===== src/rtl/rdesplazante_param.sv =====
// -----------------------------------------------------------------------------
// rdesplazante_param
// Parametrised universal shift register. It supports serial shift, circular
// rotate, parallel load and hold, one operation per enabled cycle. A START/AMT
// command runs AMT shift or rotate steps, one per enabled cycle. BUSY reports
// the operation in progress and DONE gives a one-cycle completion pulse.
//
// Optional feature: define RDESP_PARITY_EN to add the registered PARITY output.
//
// Parameters
//   WIDTH  register width (>= 2)
//   CW     width of amt, derived as $clog2(WIDTH+1); not overridable
//
// Ports
//   clk     in   1      clock, rising edge
//   rst_n   in   1      asynchronous active-low reset
//   enb     in   1      0 freezes q, s_out and the step counter
//   dir     in   1      0 = left (toward MSB), 1 = right (toward LSB)
//   s_in    in   1      serial input bit
//   mode    in   2      00 shift, 01 rotate, 10 parallel load, 11 hold
//   d       in   WIDTH  parallel load data
//   start   in   1      begin a multi-step shift/rotate of amt positions
//   amt     in   CW     step count for start (0..2^CW-1)
//   q       out  WIDTH  register contents
//   s_out   out  1      bit that left the register on the last step
//   busy    out  1      multi-step operation in progress
//   done    out  1      one-cycle pulse when a multi-step operation completes
//   parity  out  1      ^q, only with RDESP_PARITY_EN
// -----------------------------------------------------------------------------
module rdesplazante_param #(
  parameter  int WIDTH = 8,
  localparam int CW    = $clog2(WIDTH + 1)
) (
  input  logic             clk,
  input  logic             rst_n,
  input  logic             enb,
  input  logic             dir,
  input  logic             s_in,
  input  logic [1:0]       mode,
  input  logic [WIDTH-1:0] d,
  input  logic             start,
  input  logic [CW-1:0]    amt,
  output logic [WIDTH-1:0] q,
`ifdef RDESP_PARITY_EN
  output logic             parity,
`endif
  output logic             s_out,
  output logic             busy,
  output logic             done
);

  typedef enum logic [1:0] {
    ST_IDLE = 2'd0,
    ST_RUN  = 2'd1,
    ST_FIN  = 2'd2
  } state_t;

  state_t           state_r, state_nxt_s;
  logic [WIDTH-1:0] q_r, q_nxt_s;
  logic             s_out_r, s_out_nxt_s;
  logic [CW-1:0]    cnt_r, cnt_nxt_s;
  logic             rot_r, rot_nxt_s;   // latched MODE[0] for the running operation
  logic             dir_r, dir_nxt_s;   // latched DIR for the running operation
  logic             busy_r;
  logic             done_r;

  // One shift/rotate step. On a rotate the incoming bit is the bit that leaves
  // the register. On a shift the incoming bit is the serial input.
  function automatic logic [WIDTH-1:0] step_q(input logic [WIDTH-1:0] cur,
                                              input logic rot,
                                              input logic right,
                                              input logic sin);
    logic fill;
    fill = rot ? (right ? cur[0] : cur[WIDTH-1]) : sin;
    return right ? {fill, cur[WIDTH-1:1]} : {cur[WIDTH-2:0], fill};
  endfunction

  // Bit leaving the register on a step in the given direction.
  function automatic logic step_out(input logic [WIDTH-1:0] cur, input logic right);
    return right ? cur[0] : cur[WIDTH-1];
  endfunction

`ifdef RDESP_PARITY_EN
  // Even-parity reduction of a register value.
  function automatic logic parity_f(input logic [WIDTH-1:0] val);
    return ^val;
  endfunction
`endif

  // Next-state and datapath decision for the IDLE/RUN/FIN sequencer.
  always_comb begin
    q_nxt_s     = q_r;
    s_out_nxt_s = s_out_r;
    state_nxt_s = state_r;
    cnt_nxt_s   = cnt_r;
    rot_nxt_s   = rot_r;
    dir_nxt_s   = dir_r;
    case (state_r)
      ST_IDLE: begin
        if (enb) begin
          if (start && (mode[1] == 1'b0)) begin
            rot_nxt_s = mode[0];
            dir_nxt_s = dir;
            if (amt == {CW{1'b0}}) begin
              // A zero-length command still reports completion.
              state_nxt_s = ST_FIN;
            end else begin
              q_nxt_s     = step_q(q_r, mode[0], dir, s_in);
              s_out_nxt_s = step_out(q_r, dir);
              if (amt == CW'(1'b1)) begin
                state_nxt_s = ST_FIN;
              end else begin
                cnt_nxt_s   = amt - CW'(1'b1);
                state_nxt_s = ST_RUN;
              end
            end
          end else begin
            case (mode)
              2'b00: begin
                q_nxt_s     = step_q(q_r, 1'b0, dir, s_in);
                s_out_nxt_s = step_out(q_r, dir);
              end
              2'b01: begin
                q_nxt_s     = step_q(q_r, 1'b1, dir, s_in);
                s_out_nxt_s = step_out(q_r, dir);
              end
              2'b10: begin
                q_nxt_s     = d;
                s_out_nxt_s = 1'b0;
              end
              default: begin
                q_nxt_s     = q_r;
                s_out_nxt_s = s_out_r;
              end
            endcase
          end
        end else begin
          q_nxt_s = q_r;
        end
      end
      ST_RUN: begin
        if (enb) begin
          q_nxt_s     = step_q(q_r, rot_r, dir_r, s_in);
          s_out_nxt_s = step_out(q_r, dir_r);
          cnt_nxt_s   = cnt_r - CW'(1'b1);
          if (cnt_r == CW'(1'b1)) begin
            state_nxt_s = ST_FIN;
          end else begin
            state_nxt_s = ST_RUN;
          end
        end else begin
          state_nxt_s = ST_RUN;
        end
      end
      ST_FIN: begin
        state_nxt_s = ST_IDLE;
      end
      default: begin
        state_nxt_s = ST_IDLE;
      end
    endcase
  end

  // State, datapath and status registers. BUSY/DONE are decoded from the next
  // state so that they align with the cycle the FSM sits in RUN/FIN.
  always_ff @(posedge clk or negedge rst_n) begin
    if (!rst_n) begin
      state_r <= ST_IDLE;
      q_r     <= {WIDTH{1'b0}};
      s_out_r <= 1'b0;
      cnt_r   <= {CW{1'b0}};
      rot_r   <= 1'b0;
      dir_r   <= 1'b0;
      busy_r  <= 1'b0;
      done_r  <= 1'b0;
    end else begin
      state_r <= state_nxt_s;
      q_r     <= q_nxt_s;
      s_out_r <= s_out_nxt_s;
      cnt_r   <= cnt_nxt_s;
      rot_r   <= rot_nxt_s;
      dir_r   <= dir_nxt_s;
      busy_r  <= (state_nxt_s == ST_RUN);
      done_r  <= (state_nxt_s == ST_FIN);
    end
  end

`ifdef RDESP_PARITY_EN
  logic parity_r;

  // Parity register tracking the value q takes on the same edge.
  always_ff @(posedge clk or negedge rst_n) begin
    if (!rst_n) begin
      parity_r <= 1'b0;
    end else begin
      parity_r <= parity_f(q_nxt_s);
    end
  end

  assign parity = parity_r;
`endif

  assign q     = q_r;
  assign s_out = s_out_r;
  assign busy  = busy_r;
  assign done  = done_r;

endmodule

===== config.mk =====
export PLATFORM = sky130hd
export DESIGN_NAME = rdesplazante_param
export DESIGN_NICKNAME = d
export VERILOG_FILES = /design/src/rtl/rdesplazante_param.sv
export SDC_FILE = /design/constraint.sdc
export NUM_CORES = 1
export LEC_CHECK = 0
export BUFFER_PORTS_ARGS = -buffer_cell sky130_fd_sc_hd__buf_2
export CAP_MARGIN = 10
export CELL_PAD_IN_SITES_DETAIL_PLACEMENT = 0
export CELL_PAD_IN_SITES_GLOBAL_PLACEMENT = 1
export CORE_AREA = 2 2 63 65
export DETAILED_ROUTE_END_ITERATION = 12
export DIE_AREA = 0 0 65 67
export PLACE_DENSITY = 0.93
export SLEW_MARGIN = 0
export SYNTH_ARGS = -nofsm -noshare
export SYNTH_HDL_FRONTEND = slang
export SYNTH_SLANG_ARGS = --single-unit

===== constraint.sdc =====
create_clock -name clk -period 3.3 [get_ports clk]
set_input_delay 0.33 -clock clk [delete_from_list [all_inputs] [get_ports clk]]
set_output_delay 0.33 -clock clk [all_outputs]
set_load 0.05 [all_outputs]

==> flow_summary_export.csv <==
group,metric,value,unit
detailed_routing,drcViolationCount,0,
floorplanning,start_util,42.0,%
synth,synth_area,1510,um2
detailed_routing,wirelength,3570,um
final_layout,nFillCells,377,
worst_setup_path,critPathSlowestCell,"nor2b_1",
worst_setup_path,cp_data_required_time,3460,ps
cts,worstSkewPairLatency,260,ps
floorplanning,die_h,67,um
synth,synth_seq_area_share,31.4,%
sta,worstMarginPinSlew,666,ps
synth,synth_commonest_cells,"a21oi_1, dfrtp_1, nand2_1, mux2i_1, nor2_1",
detailed_routing,vias,1370,
final_layout,final_cells,252,
floorplanning,std_cell_rows,22,
grt,grtUsageTotal,17.7,%
power_and_ir_drop,ir_drop,0.000341,V
cts,cts_hold_buf,0,
sta,finalSetupViolations,0,
synth,synth_most_common_cell,"a21oi_1",
placement,port_buffers,30,
cts,cts_setup_buffers,0,
cts,cts_buffers,3,
synth,synth_edf_count,0,
power_and_ir_drop,p_leak,0.820,nW
placement,place_congestion,0.865,
sta,timing.fmax,0.552,GHz
sta,period_needed,1810,ps
worst_setup_path,crit_path_max_incr_delay,610,ps
sta,fin_worst_skew,6.21,ps
synth,syn_inst,178,
worst_setup_path,crit_fanout,11,
floorplanning,die_w,65,um
cts,clkSinkCount,19,
sta,slew_viol_final,0,
grt,grt_pass1_wl,5920,um
status,outcome,"completed",
worst_setup_path,cp_cell_sequence,"nor2b_1, buf_4, a21oi_1, a22o_1",
synth,yosysWarningCount,0,
detailed_routing,wl_per_cell,14.2,um
sta,slew_headroom,55.5,%
power_and_ir_drop,power.density,885,nW/um2
floorplanning,core_area,3610,um2
final_layout,fin_util,47.7,%
synth,synthArstFlopShare,100,%
synth,synthFlopType,"dfrtp_1",
worst_setup_path,path_class,"flip-flop to flip-flop",
sta,finalSetupTns,0,ps
sta,setup_slack,1490,ps
floorplanning,dieArea,4360,um2
detailed_routing,ant_nets,0,
synth,yosysTopAreaCellShare,31.4,%
sta,final_hold_viol_count,0,
grt,grt_max_degree,20,
final_layout,area_growth,13.7,%
cts,clockBufferDepth,2,
grt,grt-ovfl-total,0,
synth,syn_nets,206,
placement,dp.cells,248,
sta,finalCritPeriodShare,54.9,%
floorplanning,pin_count,31,
cts,cts_tree,"yes",
placement,hpwl,2570,um
grt,antenna_found_initial,0,
synth,avgSynthCellArea,8.51,um2
final_layout,antenna_cells,0,
synth,synth.distinct_cells,37,
cts,cts_resized,0,
cts,h-tree-depth,1,
synth,synth_top_area_cell,"dfrtp_1",
placement,preCtsSetupSlack,1210,ps
grt,grt_pass1_vias,1267,
detailed_routing,drtPass1Iterations,4,
cts,clock-root-buffer,"clkbuf_8",
worst_setup_path,endpoint_kind,"flip-flop",
cts,clkTransAtPathRegs,80,ps
detailed_routing,first_iter_violations,145,
synth,synth_area_leaders,"dfrtp_1, a21oi_1, mux2i_1, ha_1, mux2_2",
min_path,min_path_type,"input port to asynchronous set/reset pin",
final_layout,layout-drive-gt1-share,22.1,%
worst_setup_path,cp-start-kind,"flip-flop",
final_layout,nets,233,
detailed_routing,vias_per_cell,5.44,
job,cap_viol_max_count,0,
sta,rsz0062_at_grt,"no",
worst_setup_path,cp_data_arrival_time,1970,ps
synth,synth-seq-cells,19,
area by class of cell:
| type | count | area (um2) | share of cell area (%) |
|---|---|---|---|
| inverters | 8 | 30.0 | 1.74 |
| repair buffers | 32 | 165 | 9.59 |
| flip-flops and latches | 19 | 475 | 27.6 |
| well taps | 48 | 60.1 | 3.49 |
| multi-input cells | 141 | 946 | 54.9 |
| clock buffers | 4 | 45.0 | 2.62 |
state kept, by name, summed over array words and instances, names as in the netlist:
| register | cells |
|---|---|
| state_r | 2 |
| done | 1 |
| dir_r | 1 |
| busy | 1 |
| s_out | 1 |
| cnt_r | 4 |
| rot_r | 1 |
| q | 8 |
logic make-up after synthesis:
| logic type | count (synthesis) | synth area share [%] |
|---|---|---|
| AOI/OAI and AO/OA | 60 | 24.7 |
| xor gates and xnor gates | 2 | 1.16 |
| adders and majority gates | 8 | 6.61 |
| buffers and inverters | 18 | 6.12 |
| DFF | 19 | 31.4 |
| muxes | 19 | 13.0 |
| and+or+nand+nor | 52 | 17.0 |
report_power, final:
group	total [W]	internal (W)	leakage (nW)	switching, W
Sequential	0.000511	0.000337	0.234	0.000173
Clock	0.000175	0.0000862	0.0228	0.0000885
Combinational	0.000838	0.000316	0.563	0.000523
critical path, delay by kind of cell (launching register included):
family | cells | cell delay [ps]
AND/OR/NAND/NOR | 1 | 610
AO/OA/AOI/OAI | 2 | 280
buffers and inverters | 1 | 270
flip-flops | 1 | 560
final timing paths:
check,startpoint,end,slack (ps),depth (start not counted)
worst max-delay path,state_r[0],q[5],1490,4
worst min-delay path,rst_n,rot_r,3,1
worst max register to register,state_r[0],q[5],1490,4
worst min register to register,s_out,s_out,520,1
max in group asynchronous,rst_n,cnt_r[1],2980,1
min in group clk,mode[0],rot_r,360,2
through the flow:
| step | total power [W] | cell area, um2 | hold slack, ps |
|---|---|---|---|
| final | 0.00152 | 1720 | 3.02 |
| after global routing | 0.00165 | 1720 | 37.4 |
| after CTS | 0.00153 | 1720 | 20.3 |
| after detailed placement | 0.00136 | 1680 | 311 |
| after global placement | 0.00135 | 1680 | 304 |
| after floorplan | 0.00117 | 1510 | 34.4 |
cells in the final DEF (no fill, tap or decap), types with 7 or more instances in the layout:
cell type,count
mux2i_1,14
nor2_1,14
buf_2,30
ha_1,8
inv_1,8
o21ai_0,7
a21oi_1,35
nor2b_1,7
nand2_1,15
dfrtp_1,19
per-layer routing:
layer | GRT usage (%) | wire [um] | up-vias
met5 | 0 | 0 | -
met4 | 5.05 | 44 | 0
met3 | 3.72 | 229 | 6
met2 | 29.9 | 1630 | 37
met1 | 22.8 | 1670 | 631
li1 | - | - | 696
(Power assumes the default switching activity.)
